## src/rtl/clock_pkg.sv

```systemverilog
// Shared types and helpers for the wall clock: alarm FSM states, BCD limits,
// and the 24h -> 12h display mapping.
package clock_pkg;

  typedef enum logic [1:0] {
    IDLE,
    ARMED,
    RINGING
  } alarm_state_t;

  localparam logic [7:0] SEC_MAX  = 8'h59;
  localparam logic [7:0] MIN_MAX  = 8'h59;
  localparam logic [7:0] HOUR_MAX = 8'h23;

  // Returns {pm, hh12}; pm follows the 24h value so it is valid in either mode.
  function automatic logic [8:0] to_12h(input logic [7:0] hh);
    logic [4:0] bin;
    logic [4:0] adj;
    logic [8:0] r;
    bin = 5'(hh[7:4]) * 5'd10 + 5'(hh[3:0]);
    adj = bin - 5'd12;
    if (bin == 5'd0)
      r = {1'b0, 8'h12};
    else if (bin < 5'd12)
      r = {1'b0, hh};
    else if (bin == 5'd12)
      r = {1'b1, 8'h12};
    else if (adj >= 5'd10)
      r = {1'b1, 4'h1, 4'(adj - 5'd10)};
    else
      r = {1'b1, 4'h0, adj[3:0]};
    return r;
  endfunction

endpackage

```

## src/rtl/bcd2_counter.sv

```systemverilog
// Two-digit BCD register counting 00..MAX with synchronous clear and wrap carry.
// Next value is exported so callers can compare against the post-update count.
module bcd2_counter
  import clock_pkg::*;
#(
  parameter logic [7:0] MAX     = 8'h59,
  parameter logic [7:0] RST_VAL = 8'h00
) (
  input  logic       CLK100MHZ,
  input  logic       Reset,
  input  logic       inc,
  input  logic       clr,
  output logic [7:0] value,
  output logic [7:0] nxt,
  output logic       carry
);

  always_comb begin
    nxt   = value;
    carry = 1'b0;
    if (clr) begin
      nxt = 8'h00;
    end else if (inc) begin
      if (value == MAX) begin
        nxt   = 8'h00;
        carry = 1'b1;
      end else if (value[3:0] == 4'h9) begin
        nxt = {value[7:4] + 4'h1, 4'h0};
      end else begin
        nxt = {value[7:4], value[3:0] + 4'h1};
      end
    end
  end

  always_ff @(posedge CLK100MHZ or posedge Reset) begin
    if (Reset)
      value <= RST_VAL;
    else
      value <= nxt;
  end

endmodule

```

## src/rtl/wall_clock_core.sv

```systemverilog
// Time-of-day engine: prescaled BCD hh:mm:ss, manual set, 12/24h display, one alarm.
// Display is registered (1 cycle after state); inputs are level/pulse, no backpressure.
module wall_clock_core
  import clock_pkg::*;
#(
  parameter int         TICKS_PER_SEC    = 100000000,
  parameter int         RING_SECS        = 60,
  parameter logic [7:0] ALARM_DEFAULT_HH = 8'h00,
  parameter logic [7:0] ALARM_DEFAULT_MM = 8'h00
) (
  input  logic       CLK100MHZ,
  input  logic       Reset,
  input  logic       run_en,
  input  logic       mode_12h,
  input  logic       inc_min,
  input  logic       inc_hour,
  input  logic       alarm_set,
  input  logic       alarm_arm,
  input  logic       alarm_ack,
  output logic [7:0] hours_bcd,
  output logic [7:0] mins_bcd,
  output logic [7:0] secs_bcd,
  output logic       pm,
  output logic       sec_pulse,
  output logic       alarm_ring
);

  localparam int PW = (TICKS_PER_SEC > 1) ? $clog2(TICKS_PER_SEC) : 1;
  localparam logic [PW-1:0] TERM = PW'(TICKS_PER_SEC - 1);

  logic [PW-1:0] presc;
  logic          time_edit;
  logic          tick;

  logic [7:0] secs, mins, hours, al_mm, al_hh;
  logic [7:0] secs_nxt, mins_nxt, hours_nxt, al_mm_nxt, al_hh_nxt;
  logic       secs_wrap, mins_wrap, hours_wrap, al_mm_wrap, al_hh_wrap;

  alarm_state_t alarm_state, state_nxt;
  logic [7:0]   ring_cnt, ring_cnt_nxt, ring_cnt_inc;
  logic         alarm_hit;

  logic [7:0] src_hh, src_mm, src_ss;
  logic [8:0] h12;

  // A time edit restarts the second and swallows any coincident tick.
  assign time_edit = !alarm_set && (inc_min || inc_hour);
  assign sec_pulse = run_en && (presc == TERM);
  assign tick      = sec_pulse && !time_edit;

  always_ff @(posedge CLK100MHZ or posedge Reset) begin
    if (Reset)
      presc <= '0;
    else if (time_edit)
      presc <= '0;
    else if (run_en)
      presc <= (presc == TERM) ? '0 : presc + PW'(1);
  end

  bcd2_counter #(.MAX(SEC_MAX), .RST_VAL(8'h00)) u_secs (
    .CLK100MHZ (CLK100MHZ),
    .Reset     (Reset),
    .inc       (tick),
    .clr       (time_edit),
    .value     (secs),
    .nxt       (secs_nxt),
    .carry     (secs_wrap)
  );

  bcd2_counter #(.MAX(MIN_MAX), .RST_VAL(8'h00)) u_mins (
    .CLK100MHZ (CLK100MHZ),
    .Reset     (Reset),
    .inc       ((!alarm_set && inc_min) || secs_wrap),
    .clr       (1'b0),
    .value     (mins),
    .nxt       (mins_nxt),
    .carry     (mins_wrap)
  );

  // Only a tick-driven minute wrap carries; a manual minute wrap never reaches hours.
  bcd2_counter #(.MAX(HOUR_MAX), .RST_VAL(8'h00)) u_hours (
    .CLK100MHZ (CLK100MHZ),
    .Reset     (Reset),
    .inc       ((!alarm_set && inc_hour) || (secs_wrap && mins_wrap)),
    .clr       (1'b0),
    .value     (hours),
    .nxt       (hours_nxt),
    .carry     (hours_wrap)
  );

  bcd2_counter #(.MAX(MIN_MAX), .RST_VAL(ALARM_DEFAULT_MM)) u_al_mm (
    .CLK100MHZ (CLK100MHZ),
    .Reset     (Reset),
    .inc       (alarm_set && inc_min),
    .clr       (1'b0),
    .value     (al_mm),
    .nxt       (al_mm_nxt),
    .carry     (al_mm_wrap)
  );

  bcd2_counter #(.MAX(HOUR_MAX), .RST_VAL(ALARM_DEFAULT_HH)) u_al_hh (
    .CLK100MHZ (CLK100MHZ),
    .Reset     (Reset),
    .inc       (alarm_set && inc_hour),
    .clr       (1'b0),
    .value     (al_hh),
    .nxt       (al_hh_nxt),
    .carry     (al_hh_wrap)
  );

  // Match only on a real tick rolling into second 00, so manual edits never trigger.
  assign alarm_hit    = secs_wrap && (mins_nxt == al_mm) && (hours_nxt == al_hh);
  assign ring_cnt_inc = ring_cnt + 8'd1;

  always_ff @(posedge CLK100MHZ or posedge Reset) begin
    if (Reset) begin
      alarm_state <= IDLE;
      ring_cnt    <= 8'd0;
    end else begin
      alarm_state <= state_nxt;
      ring_cnt    <= ring_cnt_nxt;
    end
  end

  always_comb begin
    state_nxt    = alarm_state;
    ring_cnt_nxt = ring_cnt;
    case (alarm_state)
      IDLE: begin
        if (alarm_arm)
          state_nxt = ARMED;
      end
      ARMED: begin
        if (!alarm_arm) begin
          state_nxt = IDLE;
        end else if (alarm_hit) begin
          state_nxt    = RINGING;
          ring_cnt_nxt = 8'd0;
        end
      end
      RINGING: begin
        if (!alarm_arm) begin
          state_nxt = IDLE;
        end else if (alarm_ack) begin
          state_nxt = ARMED;
        end else if (tick) begin
          ring_cnt_nxt = ring_cnt_inc;
          if (ring_cnt_inc == 8'(RING_SECS))
            state_nxt = ARMED;
        end
      end
      default: state_nxt = IDLE;
    endcase
  end

  assign alarm_ring = (alarm_state == RINGING);

  assign src_hh = alarm_set ? al_hh : hours;
  assign src_mm = alarm_set ? al_mm : mins;
  assign src_ss = alarm_set ? 8'h00 : secs;
  assign h12    = to_12h(src_hh);

  always_ff @(posedge CLK100MHZ or posedge Reset) begin
    if (Reset) begin
      hours_bcd <= 8'h00;
      mins_bcd  <= 8'h00;
      secs_bcd  <= 8'h00;
      pm        <= 1'b0;
    end else begin
      hours_bcd <= mode_12h ? h12[7:0] : src_hh;
      mins_bcd  <= src_mm;
      secs_bcd  <= src_ss;
      pm        <= h12[8];
    end
  end

endmodule

```

## config.mk

```make
export PLATFORM = sky130hd
export DESIGN_NAME = wall_clock_core
export DESIGN_NICKNAME = d
export VERILOG_FILES = /design/src/rtl/clock_pkg.sv /design/src/rtl/bcd2_counter.sv /design/src/rtl/wall_clock_core.sv
export SDC_FILE = /design/constraint.sdc
export NUM_CORES = 1
export LEC_CHECK = 0
export ABC_AREA = 1
export BUFFER_PORTS_ARGS = -buffer_cell sky130_fd_sc_hd__buf_2
export CORE_MARGIN = 2
export CORE_UTILIZATION = 35
export DETAILED_ROUTE_END_ITERATION = 6
export GPL_TIMING_DRIVEN = 0
export PLACE_DENSITY = 0.48
export SYNTH_ARGS = -nofsm -noshare
export SYNTH_HDL_FRONTEND = slang
export SYNTH_SLANG_ARGS = --single-unit
```

## constraint.sdc

```tcl
create_clock -name CLK100MHZ -period 10.1 [get_ports CLK100MHZ]
set_input_delay 2.02 -clock CLK100MHZ [delete_from_list [all_inputs] [get_ports CLK100MHZ]]
set_output_delay 2.02 -clock CLK100MHZ [all_outputs]
set_load 0.02 [all_outputs]
```

; ---- Yosys cells after proc, flatten, opt, wreduce, memory -nomap -nowiden
; Cells that the tools add are included.
[word_totals]
ff_bits = 102
input_bits = 9
out_inout_bits = 27
[classes]
add_sub_neg = 15
multipliers = 1
order_cmp = 2
eq_ne = 26
mux = 44
reduce_logical = 28
[op_table]
columns = operator, count
row1 = $mux 8, 23
row2 = $mux 27, 3
row3 = $add 4x1->4 const B, 10
row4 = $add 27x1->27 const B, 1
row5 = $eq 27x27->1 const B, 1
row6 = $eq 8x6->1 const B, 3
row7 = $eq 8x7->1 const B, 3
row8 = $eq 4x4->1 const B, 5
row9 = $mux 9, 2
row10 = $eq 8x8->1, 2
row11 = $pmux 8 s2, 1
row12 = $mux 2, 7
row13 = $logic_and 1x1->1, 10
row14 = $mux 5, 2
row15 = $ne 2x2->1 const B, 5
row16 = $reduce_bool 2->1, 5
row17 = $add 8x1->8 const B, 1
row18 = $ne 4x3->1 const B, 2
row19 = $pmux 2 s3, 1
row20 = $reduce_and 2->1, 3
row21 = $reduce_and 6->1, 1
row22 = $add 5x4->5, 1
row23 = $eq 5x4->1 const B, 1
row24 = $ge 5x4->1 const B, 1
row25 = other kinds (15), 22

; ---- Depth between registers and ports, before layout
; Gate-level depths: netlist (run 1).
[depth]
depth_word = 16
ltp_mapped = 22

; ---- Modules after synthesis
; Synthesis (run 1) repeated with hierarchy kept, for this count alone.
[hier_totals]
hier_cells = 889
area_unflattened_um2 = 6475.0
[by_module_without_submodules]
columns = mod, instances, cells_per_inst, area_each_um2
row1 = wall_clock_core, 1, 557, 3962.6
row2 = bcd2_counter (u_al_mm ...), 3, 66, 498.0
row3 = bcd2_counter (u_al_hh ...), 2, 67, 509.2

; ---- Least setup slack after synthesis (run 1)
; Ideal clock, no wire load.
[synth_timing]
path_type = input to register
start = input port alarm_set
end = register hours_bcd[1]
arrival_time_ps = 4693
t_required_ps = 9981
setup_slack_ps = 5288
cell_stages = 17
n_path_buf = 3
path_cell_list = buf_2 clkbuf_1 clkbuf_1 nand2_1 o21ai_0 inv_1 ha_1 ha_1 a21oi_1 nand2_1 xor2_1 xor2_1 xnor2_1 nand3_1 xor2_1 o22ai_1 inv_1
[synth_via]
elab_chain_len = 10
elab_cells_between_ends = 14
[synth_rtl]
columns = item, line
row1 = from (decl), wall_clock_core.sv:17  ; input logic alarm_set,
row2 = $mux 8 (*), wall_clock_core.sv:158  ; assign src_hh = alarm_set ? al_hh : hours;
row3 = $mul 4x3->4, clock_pkg.sv:20  ; bin = 5'(hh[7:4]) * 5'd10 + 5'(hh[3:0]);
row4 = $add 5x4->5, clock_pkg.sv:20
row5 = $sub 5x4->5, clock_pkg.sv:21  ; adj = bin - 5'd12;
row6 = $sub 4x4->4 or $ge 5x4->1 (tied branches), "clock_pkg.sv:29, clock_pkg.sv:28"
row7 = $mux 5, clock_pkg.sv:28  ; else if (adj >= 5'd10)
row8 = $mux 5, clock_pkg.sv:26  ; else if (bin == 5'd12)
row9 = $mux 9, clock_pkg.sv:24  ; else if (bin < 5'd12)
row10 = $mux 9, clock_pkg.sv:22  ; if (bin == 5'd0)
row11 = $mux 8 (*), wall_clock_core.sv:170  ; hours_bcd <= mode_12h ? h12[7:0] : src_hh;
row12 = to (signal assigned), wall_clock_core.sv:170
row13 = to (decl), wall_clock_core.sv:20  ; output logic [7:0] hours_bcd,
; Every way passes the cells marked *; elsewhere a longest branch is shown, timed or not.
; A chain may end at the register's enable or synchronous reset.

; ---- Final worst setup path (run 1)
; Ends and elaborated chain as after synthesis.

==> run metrics, run 1 <==
status finished, final reports clean; post-route antenna net violation count 0; worst reg2reg path depth 13; Min-Delay Path Class reg -> reg; net count after synthesis 869; Crit. End Element flip-flop; setup slack after placement 4.401 ns; Final Net Count 914; Total Die Area 0.01901 mm²; number of DRC markers after the initial detailed-route iteration 388; pin slew with the least headroom to its limit 0.7831 ns; number of setup buffers added after CTS 0; ordered cell list for the critical path buf_2 > clkbuf_1 > clkbuf_1 > nand2_1 > o21ai_0 > ha_1 > ha_1 > a21oi_1 > nand2_1 > xor2_1 > xor2_1 > inv_1 > a21oi_1 > a21boi_1 > o22ai_1 > inv_1; start of the worst register-to-register path u_hours.value[4]$_DFF_PP0_; number of global-route vias before repair 5,353; insertion delay of the later-clocked pin in the worst-skew pair 0.35 ns; RSZ-0062 raised after global routing false; path type of the worst setup path in -> reg; wire length of the first global-routing pass 26,540 µm; Post-Route Setup TNS 0 ns; number of distinct library cell variants in the gate-level netlist after synthesis 43; routed vias 5,454; routed via count divided by cell count 4.940; placement row count 48; max reg flops 27; setup slack of the worst register-to-register path 6.90 ns; sequential element share of the synthesized area 0.4069; endpoint of the most critical register-to-register path hours_bcd[1]$_DFF_PP0_; minimum period implied by the final worst setup slack 5.363 ns; Final Max Tran Viols 0; placed wire-length estimate after detailed placement 11,890 µm; Clock Skew 0.01502 ns; initial core utilization 0.3601; post-detailed-route DRC marker count 0; share of flip-flops with an asynchronous set or reset after synthesis 1.000; count of input and output buffers 33; biggest cell delay along the critical path 0.51 ns; Global Route Usage Sum 0.1775; detailed-route wire length 15,750 µm; achievable frequency 186.5 MHz; post-CTS clock slew at the launch and capture registers of the worst setup and hold paths 0.07 ns; post-synthesis to final-layout area growth 12.83%; Post-Synthesis Mean Instance Area 7.566 µm²; deepest clock path buffer count 2; TritonCTS Buffers 9; final hold vios 0; H-tree depth 3; number of clock sinks seen by CTS 102; share of layout cells above drive strength 1 0.1013; placeable core area 0.01742 mm²; Ant. Diodes 0; setup violation total in the final timing report 0; power density over the cells 238.2 mW/mm²; maximum number of pins on one net before global-route repair 54; top cell family by delay on the critical path buffers and inverters; global route total overflow 0; gate count after technology mapping 829; CP required 10.33 ns; cell with the largest stage delay on the worst path sky130_fd_sc_hd__clkbuf_1; worst IR drop on VDD 0.0001224 V; critical hold path startpoint ring_cnt[7]$_DFFE_PP0P_; buffer type at the clock tree root sky130_fd_sc_hd__clkbuf_16; Top FF cell, synth sky130_fd_sc_hd__dfrtp_1; clock tree from TritonCTS done; headroom to the max-slew limit 0.4724; count of filler cells inserted in the layout 1,846; width of the chip 137.9 µm; number of gates resized after cts 0; largest register by flop count presc; data arrival at the endpoint of the critical path 5.59 ns; Max Fanout on Critical Path 10; wire length per cell 14.26 µm; Yosys warning total 0; Min-Delay Endpoint ring_cnt[7]$_DFFE_PP0P_; total of flip-flops plus latches after synthesis 102; IO Count 36; depth of the worst hold-timing path 2; kind of start point of the critical path input port; leakage power total 3.401 nW; Final Cycle Share 0.5309; last weighted congestion value of the routability-driven placer 0.8592; reported max-cap violation count 0; Post-synth EDFFs 0; number of antenna violations at the first check in global routing 0; number of iterations in the first detailed-routing pass 4; combined area of all synthesized cells 0.006272 mm²; Die Ht 137.9 µm; Setup WS post-layout 4.737 ns; worst path bufs/invs 5; CTS Hold Buffers Added 0
-- cell usage in the layout, fill, tap and decap left out, types with 8 or more instances in the layout --
cell	synthesis	routed
sky130_fd_sc_hd__a21oi_1	27	27
sky130_fd_sc_hd__inv_1	121	120
sky130_fd_sc_hd__nand4_1	17	17
sky130_fd_sc_hd__nand2_1	174	174
sky130_fd_sc_hd__buf_2	2	35
sky130_fd_sc_hd__nor4_1	9	9
sky130_fd_sc_hd__nor2_1	89	89
sky130_fd_sc_hd__nor3_1	20	20
sky130_fd_sc_hd__xor2_1	19	19
sky130_fd_sc_hd__nor2_2	8	8
sky130_fd_sc_hd__dfrtp_1	102	102
sky130_fd_sc_hd__clkbuf_16	0	9
sky130_fd_sc_hd__o21ai_0	35	35
sky130_fd_sc_hd__o22ai_1	10	10
sky130_fd_sc_hd__ha_1	30	30
sky130_fd_sc_hd__nand3_1	90	90
-- metrics by stage --
stage / cell area [µm²] / power, mW / utilization / std cells / hold WS [ns]
2_1_floorplan: 6272 / 1.111 / - / 829 / 0.4548
3_3_place_gp: 6719 / 1.274 / 0.3858 / 1087 / 0.4771
3_5_place_dp: 6749 / 1.302 / 0.3875 / 1088 / 0.4876
4_1_cts: 7077 / 1.702 / 0.4063 / 1104 / 0.5040
5_1_grt: 7077 / 1.843 / 0.4063 / 1104 / 0.5247
6_report: 7077 / 1.686 / 0.4063 / 1104 / 0.5009
-- where the power goes --
| group | total [mW] | switching [mW] | internal, mW |
|---|---|---|---|
| Sequential | 0.579 | 0.0853 | 0.494 |
| Combinational | 0.717 | 0.460 | 0.257 |
| Clock | 0.390 | 0.169 | 0.221 |
-- worst max-delay path by stage --
stage,start,to,slack [ns],depth (start not counted)
final,alarm_set,hours_bcd[1]$_DFF_PP0_,4.74,16
after global routing,alarm_set,hours_bcd[1]$_DFF_PP0_,4.43,17
after CTS,alarm_set,hours_bcd[1]$_DFF_PP0_,4.78,16
after detailed placement,alarm_set,hours_bcd[1]$_DFF_PP0_,4.40,17
after global placement,Reset,u_hours.value[2]$_DFF_PP0_,3.99,2
after floorplan,alarm_set,hours_bcd[1]$_DFF_PP0_,5.29,17
-- routing by layer --
| metal | GRT usage | up-vias | wire (µm) |
|---|---|---|---|
| met5 | 0 | - | 0 |
| met4 | 0.04195 | 0 | 139 |
| met3 | 0.03107 | 14 | 363 |
| met2 | 0.2913 | 81 | 7499 |
| met1 | 0.2445 | 2568 | 7743 |
| li1 | - | 2791 | - |
-- synth_stat cells, types with 5 or more instances --
cell type / count / area, µm²
sky130_fd_sc_hd__nand2_1: 174 / 653.1
sky130_fd_sc_hd__inv_1: 121 / 454.2
sky130_fd_sc_hd__dfrtp_1: 102 / 2552
sky130_fd_sc_hd__nand3_1: 90 / 450.4
sky130_fd_sc_hd__nor2_1: 89 / 334.1
sky130_fd_sc_hd__o21ai_0: 35 / 175.2
sky130_fd_sc_hd__ha_1: 30 / 375.4
sky130_fd_sc_hd__a21oi_1: 27 / 135.1
sky130_fd_sc_hd__nor3_1: 20 / 100.1
sky130_fd_sc_hd__xor2_1: 19 / 166.4
sky130_fd_sc_hd__nand4_1: 17 / 106.4
sky130_fd_sc_hd__o22ai_1: 10 / 62.56
sky130_fd_sc_hd__nor4_1: 9 / 56.30
sky130_fd_sc_hd__nor2_2: 8 / 50.05
sky130_fd_sc_hd__nand2_2: 7 / 43.79
sky130_fd_sc_hd__clkbuf_1: 6 / 22.52
sky130_fd_sc_hd__a31oi_1: 5 / 31.28
sky130_fd_sc_hd__o21a_1: 5 / 37.54
sky130_fd_sc_hd__xnor2_1: 5 / 43.79
-- worst min-delay path, delay by kind of cell, from the launching register on --
| kind | cells | cell delay, ns |
|---|---|---|
| flops | 1 | 0.36 |
| simple gates | 2 | 0.11 |
-- layout make-up --
| class | instances | area, µm² | share of cell area |
|---|---|---|---|
| sequential | 102 | 2552 | 0.3607 |
| buffer | 12 | 73.82 | 0.01043 |
| clock inverter | 7 | 102.6 | 0.01450 |
| clock buffer | 9 | 225.2 | 0.03182 |
| timing repair buffer | 34 | 192.7 | 0.02723 |
| multi-input combinational | 590 | 3177 | 0.4489 |
| inverter | 125 | 471.7 | 0.06665 |
| tap | 225 | 281.5 | 0.03978 |
-- cells by family after synthesis --
kind of cell             after synthesis  synth area share
AND/OR/NAND/NOR                      437            0.3182
buffers and inverters                137           0.08657
flip-flops                           102            0.4069
AO/OA/AOI/OAI                         98           0.09176
adder cells (fa/ha/maj)               31           0.06304
XOR/XNOR                              24           0.03351
(Power assumes the default switching activity.)
==> run 2, diff against run 1 <==
PLACE_DENSITY = 0.49   (was 0.48)
clock period = 4.6 ns   (was 10.1 ns; I/O delays follow)
==> run 2 against run 1 <==
Combinational power up 110%. Worst setup slack worse by 4.3 ns. Cell count about the same. Sequential cell count stayed put. Register-to-register slack lost 5.5 ns. Power is 110% higher. Die area did not move. Sequential share of layout area is 0.31 points higher. First-iteration DRC count fell by 18%. Cell area down 0.85%. Wire length is 2.6% lower. Via count shrank 0.94%. Critical path type unchanged. Largest cell class unchanged. Highest routed layer unchanged.
==> run metrics, run 2 (synthesized netlist as in run 1, its figures left out) <==
wire length per cell 13.90 µm (-2.5%); CTS Hold Buffers Added 0 (unchanged); count of input and output buffers 33 (unchanged); post-route antenna net violation count 0 (unchanged); share of power burned in registers 0.360 (+0.017); Final Net Count 914 (unchanged); post-synthesis to final-layout area growth 11.87%; max reg flops 27 (unchanged); placed wire-length estimate after detailed placement 11,380 µm (-4.3%); internal power 2.026 mW (+110%); achievable frequency 238.7 MHz; maximum number of pins on one net before global-route repair 60 (+11%); count of placed standard cells including taps 1,088 (unchanged); Final Cycle Share 0.9106; Min-Delay Path Class reg -> reg; Crit. End Element flip-flop; commonest cells after routing, fill and taps aside 174 x sky130_fd_sc_hd__nand2_1, 120 x sky130_fd_sc_hd__inv_1, 102 x sky130_fd_sc_hd__dfrtp_1; TritonCTS Buffers 9 (unchanged); minimum period implied by the final worst setup slack 4.189 ns; insertion delay of the later-clocked pin in the worst-skew pair 0.35 ns (about the same); largest register by flop count presc; status finished, final reports clean; pin slew with the least headroom to its limit 0.8008 ns (+0.01775 ns); setup slack after placement 0.09810 ns (-4.303 ns); placeable core area 0.01742 mm² (unchanged); number of DRC markers after the initial detailed-route iteration 319 (-18%); width of the chip 137.9 µm (unchanged); RSZ-0062 raised after global routing false; number of antenna violations at the first check in global routing 0 (unchanged); setup violation total in the final timing report 0 (unchanged); wire length of the first global-routing pass 25,360 µm (-4.5%); Switching Fraction 0.4276 (+0.003991); Total Die Area 0.01901 mm² (unchanged); Finished Cell Area 0.007017 mm² (-0.85%); buffer type at the clock tree root sky130_fd_sc_hd__clkbuf_16; post-route non-filler standard cell count 1,103 (-0.091%); Global Route Usage Sum 0.1713 (-0.006252); number of global-route vias before repair 5,068 (-5.3%); initial core utilization 0.3601 (unchanged); share of layout cells above drive strength 1 0.09795 (-0.003302); post-CTS clock slew at the launch and capture registers of the worst setup and hold paths 0.07 ns (about the same); data arrival at the endpoint of the critical path 4.40 ns (-1.19 ns); total placed instance area 0.006749 mm² (unchanged); Die Ht 137.9 µm (unchanged); clock tree from TritonCTS done; Ant. Diodes 0 (unchanged); Clock Skew 0.009774 ns (-0.005243 ns); leakage power total 3.367 nW (-0.99%); reported max-cap violation count 0 (unchanged); power density over the cells 504.4 mW/mm² (+110%); headroom to the max-slew limit 0.4661 (-0.006317); Setup WS post-layout 0.4110 ns (-4.326 ns); detailed-route wire length 15,340 µm (-2.6%); number of setup buffers added after CTS 0 (unchanged); deepest clock path buffer count 2 (unchanged); CP required 4.81 ns (-5.52 ns); routed via count divided by cell count 4.898 (-0.85%); kind of start point of the critical path input port; relative contribution of the clock network to total power 0.205 (-0.026); number of iterations in the first detailed-routing pass 7 (+3); Max Fanout on Critical Path 10 (unchanged); last weighted congestion value of the routability-driven placer 0.8007 (-6.8%); number of clock sinks seen by CTS 102 (unchanged); Final Max Tran Viols 0 (unchanged); worst IR drop on VDD 0.0002551 V (+110%); power share of the combinational group 0.436 (+0.011); global route total overflow 0 (unchanged); final hold vios 0 (unchanged); most frequent standard cell in the layout excluding fill and tap cells sky130_fd_sc_hd__nand2_1; IO Count 36 (unchanged); placement row count 48 (unchanged); H-tree depth 3 (unchanged); post-detailed-route DRC marker count 0 (unchanged); net switching component of the power 1.513 mW (+110%); path type of the worst setup path in -> reg; number of gates resized after cts 0 (unchanged); setup slack of the worst register-to-register path 1.42 ns (-5.48 ns); routed vias 5,403 (-0.94%)
run 2: stage by stage:
step	setup TNS (ns)	hold WS, ns	power, mW	utilization
after floorplan	0	0.4548	2.440	-
after global placement	-53.37	0.4843	2.828	0.3858
after detailed placement	0	0.4819	2.828	0.3875
after CTS	0	0.4931	3.582	0.4029
after global routing	0	0.5053	3.879	0.4029
final	0	0.4919	3.539	0.4029
run 2: routing by layer:
metal / up-vias / track usage / wire, µm
met5: - / 0 / 0
met4: 0 / 0.04989 / 208
met3: 18 / 0.02961 / 438
met2: 80 / 0.2701 / 7049
met1: 2515 / 0.2414 / 7640
li1: 2790 / - / -
run 2: layout make-up:
class                   instances  area (µm²)
clock inverters                 3       21.27
plain buffers                  12       73.82
well taps                     225       281.5
flip-flops and latches        102        2552
inverters                     125       471.7
repair buffers                 34       192.7
multi-input cells             590        3177
fillers                      1833       10400
clock buffers                  12       246.5
run 2: power by group through the flow:
| stage | sequential [mW] | combinational (mW) | clock, mW |
|---|---|---|---|
| after floorplan | 1.31 | 1.13 | 0 |
| after global placement | 1.29 | 1.54 | 0 |
| after detailed placement | 1.29 | 1.54 | 0 |
| after CTS | 1.27 | 1.55 | 0.763 |
| after global routing | 1.30 | 1.79 | 0.793 |
| final | 1.27 | 1.54 | 0.724 |
run 2: path summary, 6_finish.rpt:
path / from / to / depth (start not counted)
min reg2reg: ring_cnt[7]$_DFFE_PP0P_ / ring_cnt[7]$_DFFE_PP0P_ / 2
min: ring_cnt[7]$_DFFE_PP0P_ / ring_cnt[7]$_DFFE_PP0P_ / 2
max in group asynchronous: Reset / hours_bcd[0]$_DFF_PP0_ / 3
min in group asynchronous: Reset / secs_bcd[3]$_DFF_PP0_ / 2
max: alarm_set / hours_bcd[2]$_DFF_PP0_ / 15
max reg2reg: u_hours.value[4]$_DFF_PP0_ / hours_bcd[2]$_DFF_PP0_ / 12
run 2: worst max-delay path: stages:
cell and delay [ns]:
sky130_fd_sc_hd__buf_2 0.18, sky130_fd_sc_hd__clkbuf_1 0.37, sky130_fd_sc_hd__clkbuf_1 0.54, sky130_fd_sc_hd__nand2_1 0.10
sky130_fd_sc_hd__o21ai_0 0.27, sky130_fd_sc_hd__ha_1 0.35, sky130_fd_sc_hd__ha_1 0.32, sky130_fd_sc_hd__a21oi_1 0.15
sky130_fd_sc_hd__nand2_1 0.07, sky130_fd_sc_hd__xor2_1 0.16, sky130_fd_sc_hd__xor2_1 0.29, sky130_fd_sc_hd__xnor2_1 0.16
sky130_fd_sc_hd__nand3_1 0.19, sky130_fd_sc_hd__o21ai_0 0.22, sky130_fd_sc_hd__o22ai_1 0.11
==> run 3, diff against run 2 <==
GPL_TIMING_DRIVEN = 1   (was 0)
==> run 3 against run 2 <==
Sequential cell count unchanged. Highest routed layer unchanged. Largest power group unchanged. First-iteration DRC count is 11% higher. Core utilization is essentially flat. Largest cell class unchanged. Critical path depth shrank 2.
==> run metrics, run 3 (synthesized netlist as in run 1, its figures left out) <==
routed vias 5,355 (-0.89%); deepest clock path buffer count 2 (unchanged); count of filler cells inserted in the layout 1,826 (-0.38%); reported max-cap violation count 0 (unchanged); minimum period implied by the final worst setup slack 3.433 ns (-0.7559 ns); Min-Delay Path Class reg -> reg; share of layout cells above drive strength 1 0.1010 (+0.003083); clock tree from TritonCTS done; post-route antenna net violation count 0 (unchanged); placeable core area 0.01742 mm² (unchanged); Die Ht 137.9 µm (unchanged); Switching Fraction 0.4124 (-0.01522); leakage power total 3.380 nW (+0.38%); number of setup buffers added after CTS 0 (unchanged); Final Cycle Share 0.7463 (-0.1643); cell with the largest stage delay on the worst path sky130_fd_sc_hd__fa_1; IO Count 36 (unchanged); Final Max Tran Viols 0 (unchanged); power density over the cells 521.2 mW/mm² (+3.3%); routed via count divided by cell count 4.886 (-0.26%); maximum number of pins on one net before global-route repair 53 (-12%); wire length per cell 13.80 µm (-0.72%); Max Fanout on Critical Path 35 (+25); placement row count 48 (unchanged); start of the worst register-to-register path u_mins.value[1]$_DFF_PP0_; achievable frequency 291.3 MHz (+22%); critical hold path startpoint ring_cnt[7]$_DFFE_PP0P_; worst IR drop on VDD 0.0002231 V (-13%); Total Die Area 0.01901 mm² (unchanged); final hold vios 0 (unchanged); post-CTS clock slew at the launch and capture registers of the worst setup and hold paths 0.07 ns (about the same); Crit. End Element flip-flop; net switching component of the power 1.507 mW (-0.44%); most frequent standard cell in the layout excluding fill and tap cells sky130_fd_sc_hd__nand2_1; detailed-route wire length 15,130 µm (-1.3%); path type of the worst setup path in -> reg; width of the chip 137.9 µm (unchanged); CTS Hold Buffers Added 0 (unchanged); TritonCTS Buffers 9 (unchanged); internal power 2.147 mW (+6.0%); global route total overflow 0 (unchanged); placed wire-length estimate after detailed placement 11,150 µm (-2.1%); number of DRC markers after the initial detailed-route iteration 354 (+11%); ordered cell list for the critical path buf_2 > buf_4 > o21ai_0 > ha_1 > fa_1 > xnor2_1 > inv_1 > ha_1 > nand2_1 > nand3_1 > xor2_1 > o22ai_1 > inv_1; data arrival at the endpoint of the critical path 3.68 ns (-0.72 ns); RSZ-0062 raised after global routing false; number of iterations in the first detailed-routing pass 5 (-2); number of gates resized after cts 0 (unchanged); Final Net Count 907 (-0.77%); number of global-route vias before repair 5,187 (+2.3%); insertion delay of the later-clocked pin in the worst-skew pair 0.35 ns (about the same); initial core utilization 0.3601 (unchanged); endpoint of the most critical register-to-register path ring_cnt[2]$_DFFE_PP0P_; setup violation total in the final timing report 0 (unchanged); Min-Delay Endpoint ring_cnt[7]$_DFFE_PP0P_; H-tree depth 3 (unchanged); worst reg2reg path depth 19 (+7); post-detailed-route DRC marker count 0 (unchanged); number of antenna violations at the first check in global routing 0 (unchanged); share of power burned in registers 0.348 (-0.012); wire length of the first global-routing pass 25,570 µm (+0.84%); CP required 4.84 ns (+0.03 ns); count of input and output buffers 35 (+6.1%); Clock Skew 0.005068 ns (-0.004706 ns); headroom to the max-slew limit 0.4191 (-0.04699); power share of the combinational group 0.421 (-0.015); Ant. Diodes 0 (unchanged); kind of start point of the critical path input port; post-route non-filler standard cell count 1,096 (-0.63%); last weighted congestion value of the routability-driven placer 0.8015 (about the same); buffer type at the clock tree root sky130_fd_sc_hd__clkbuf_16; depth of the worst hold-timing path 2 (unchanged); WHS 0.4990 ns (+0.007121 ns); Post-Route Setup TNS 0 ns (unchanged); status finished, final reports clean; setup slack of the worst register-to-register path 1.52 ns (+0.10 ns); post-synthesis to final-layout area growth 11.77% (about the same); relative contribution of the clock network to total power 0.231 (+0.026); commonest cells after routing, fill and taps aside 174 x sky130_fd_sc_hd__nand2_1, 120 x sky130_fd_sc_hd__inv_1, 102 x sky130_fd_sc_hd__dfrtp_1; core occupancy in the finished layout 0.4025 (about the same); pin slew with the least headroom to its limit 0.8681 ns (+0.06727 ns); largest register by flop count presc; count of placed standard cells including taps 1,081 (-0.64%); Global Route Usage Sum 0.1712 (about the same); biggest cell delay along the critical path 0.38 ns (-0.16 ns); number of clock sinks seen by CTS 102 (unchanged); max reg flops 27 (unchanged)
==> run 3: power by group through the flow <==
stage / Sequential (mW) / Clock, mW / Combinational [mW]
after floorplan: 1.31 / 0 / 1.13
after global placement: 1.30 / 0 / 1.54
after detailed placement: 1.29 / 0 / 1.54
after CTS: 1.27 / 0.877 / 1.55
after global routing: 1.31 / 0.905 / 1.78
final: 1.27 / 0.843 / 1.54
==> run 3: per-stage QoR <==
step                      power (mW)  cell area, µm²  setup WS (ns)
after floorplan                2.440            6272         0.8882
after global placement         2.838            6688         0.8713
after detailed placement       2.827            6688         0.7935
after CTS                      3.699            7010          1.171
after global routing           3.987            7010         0.9155
final                          3.654            7010          1.167
==> run 3: layer usage <==
layer / global-route usage / wire length (µm) / vias to the layer above
li1: - / - / 2770
met3: 0.03436 / 422 / 11
met1: 0.2436 / 7738 / 2506
met4: 0.03968 / 129 / 0
met2: 0.2684 / 6841 / 68
met5: 0 / 0 / -
==> run 3: layout make-up <==
class,count,area (µm²),share of cell area
Clock buffer,11,252.7,0.03605
Clock inverter,4,70.07,0.009995
Inverter,125,471.7,0.06729
Multi-Input combinational cell,590,3177,0.4532
Sequential cell,102,2552,0.3641
Tap cell,225,281.5,0.04016
Timing Repair Buffer,39,205.2,0.02927
==> run 3: worst max-delay path by stage <==
stage               startpoint                      to  slack (ns)  cells past startpoint
finish               alarm_set  hours_bcd[1]$_DFF_PP0_        1.17                     13
floorplan            alarm_set  hours_bcd[1]$_DFF_PP0_        0.89                     17
global placement     alarm_set  hours_bcd[1]$_DFF_PP0_        0.87                     13
CTS                  alarm_set  hours_bcd[1]$_DFF_PP0_        1.17                     13
detailed placement   alarm_set  hours_bcd[1]$_DFF_PP0_        0.79                     13
global route         alarm_set  hours_bcd[1]$_DFF_PP0_        0.92                     13
==> run 3: worst max-delay path, delay by kind of cell <==
family | cells | cell delay (ns)
AOI/OAI and AO/OA | 2 | 0.34
xor gates and xnor gates | 2 | 0.47
adders and majority gates | 3 | 0.96
buffers and inverters | 4 | 0.71
and+or+nand+nor | 2 | 0.28
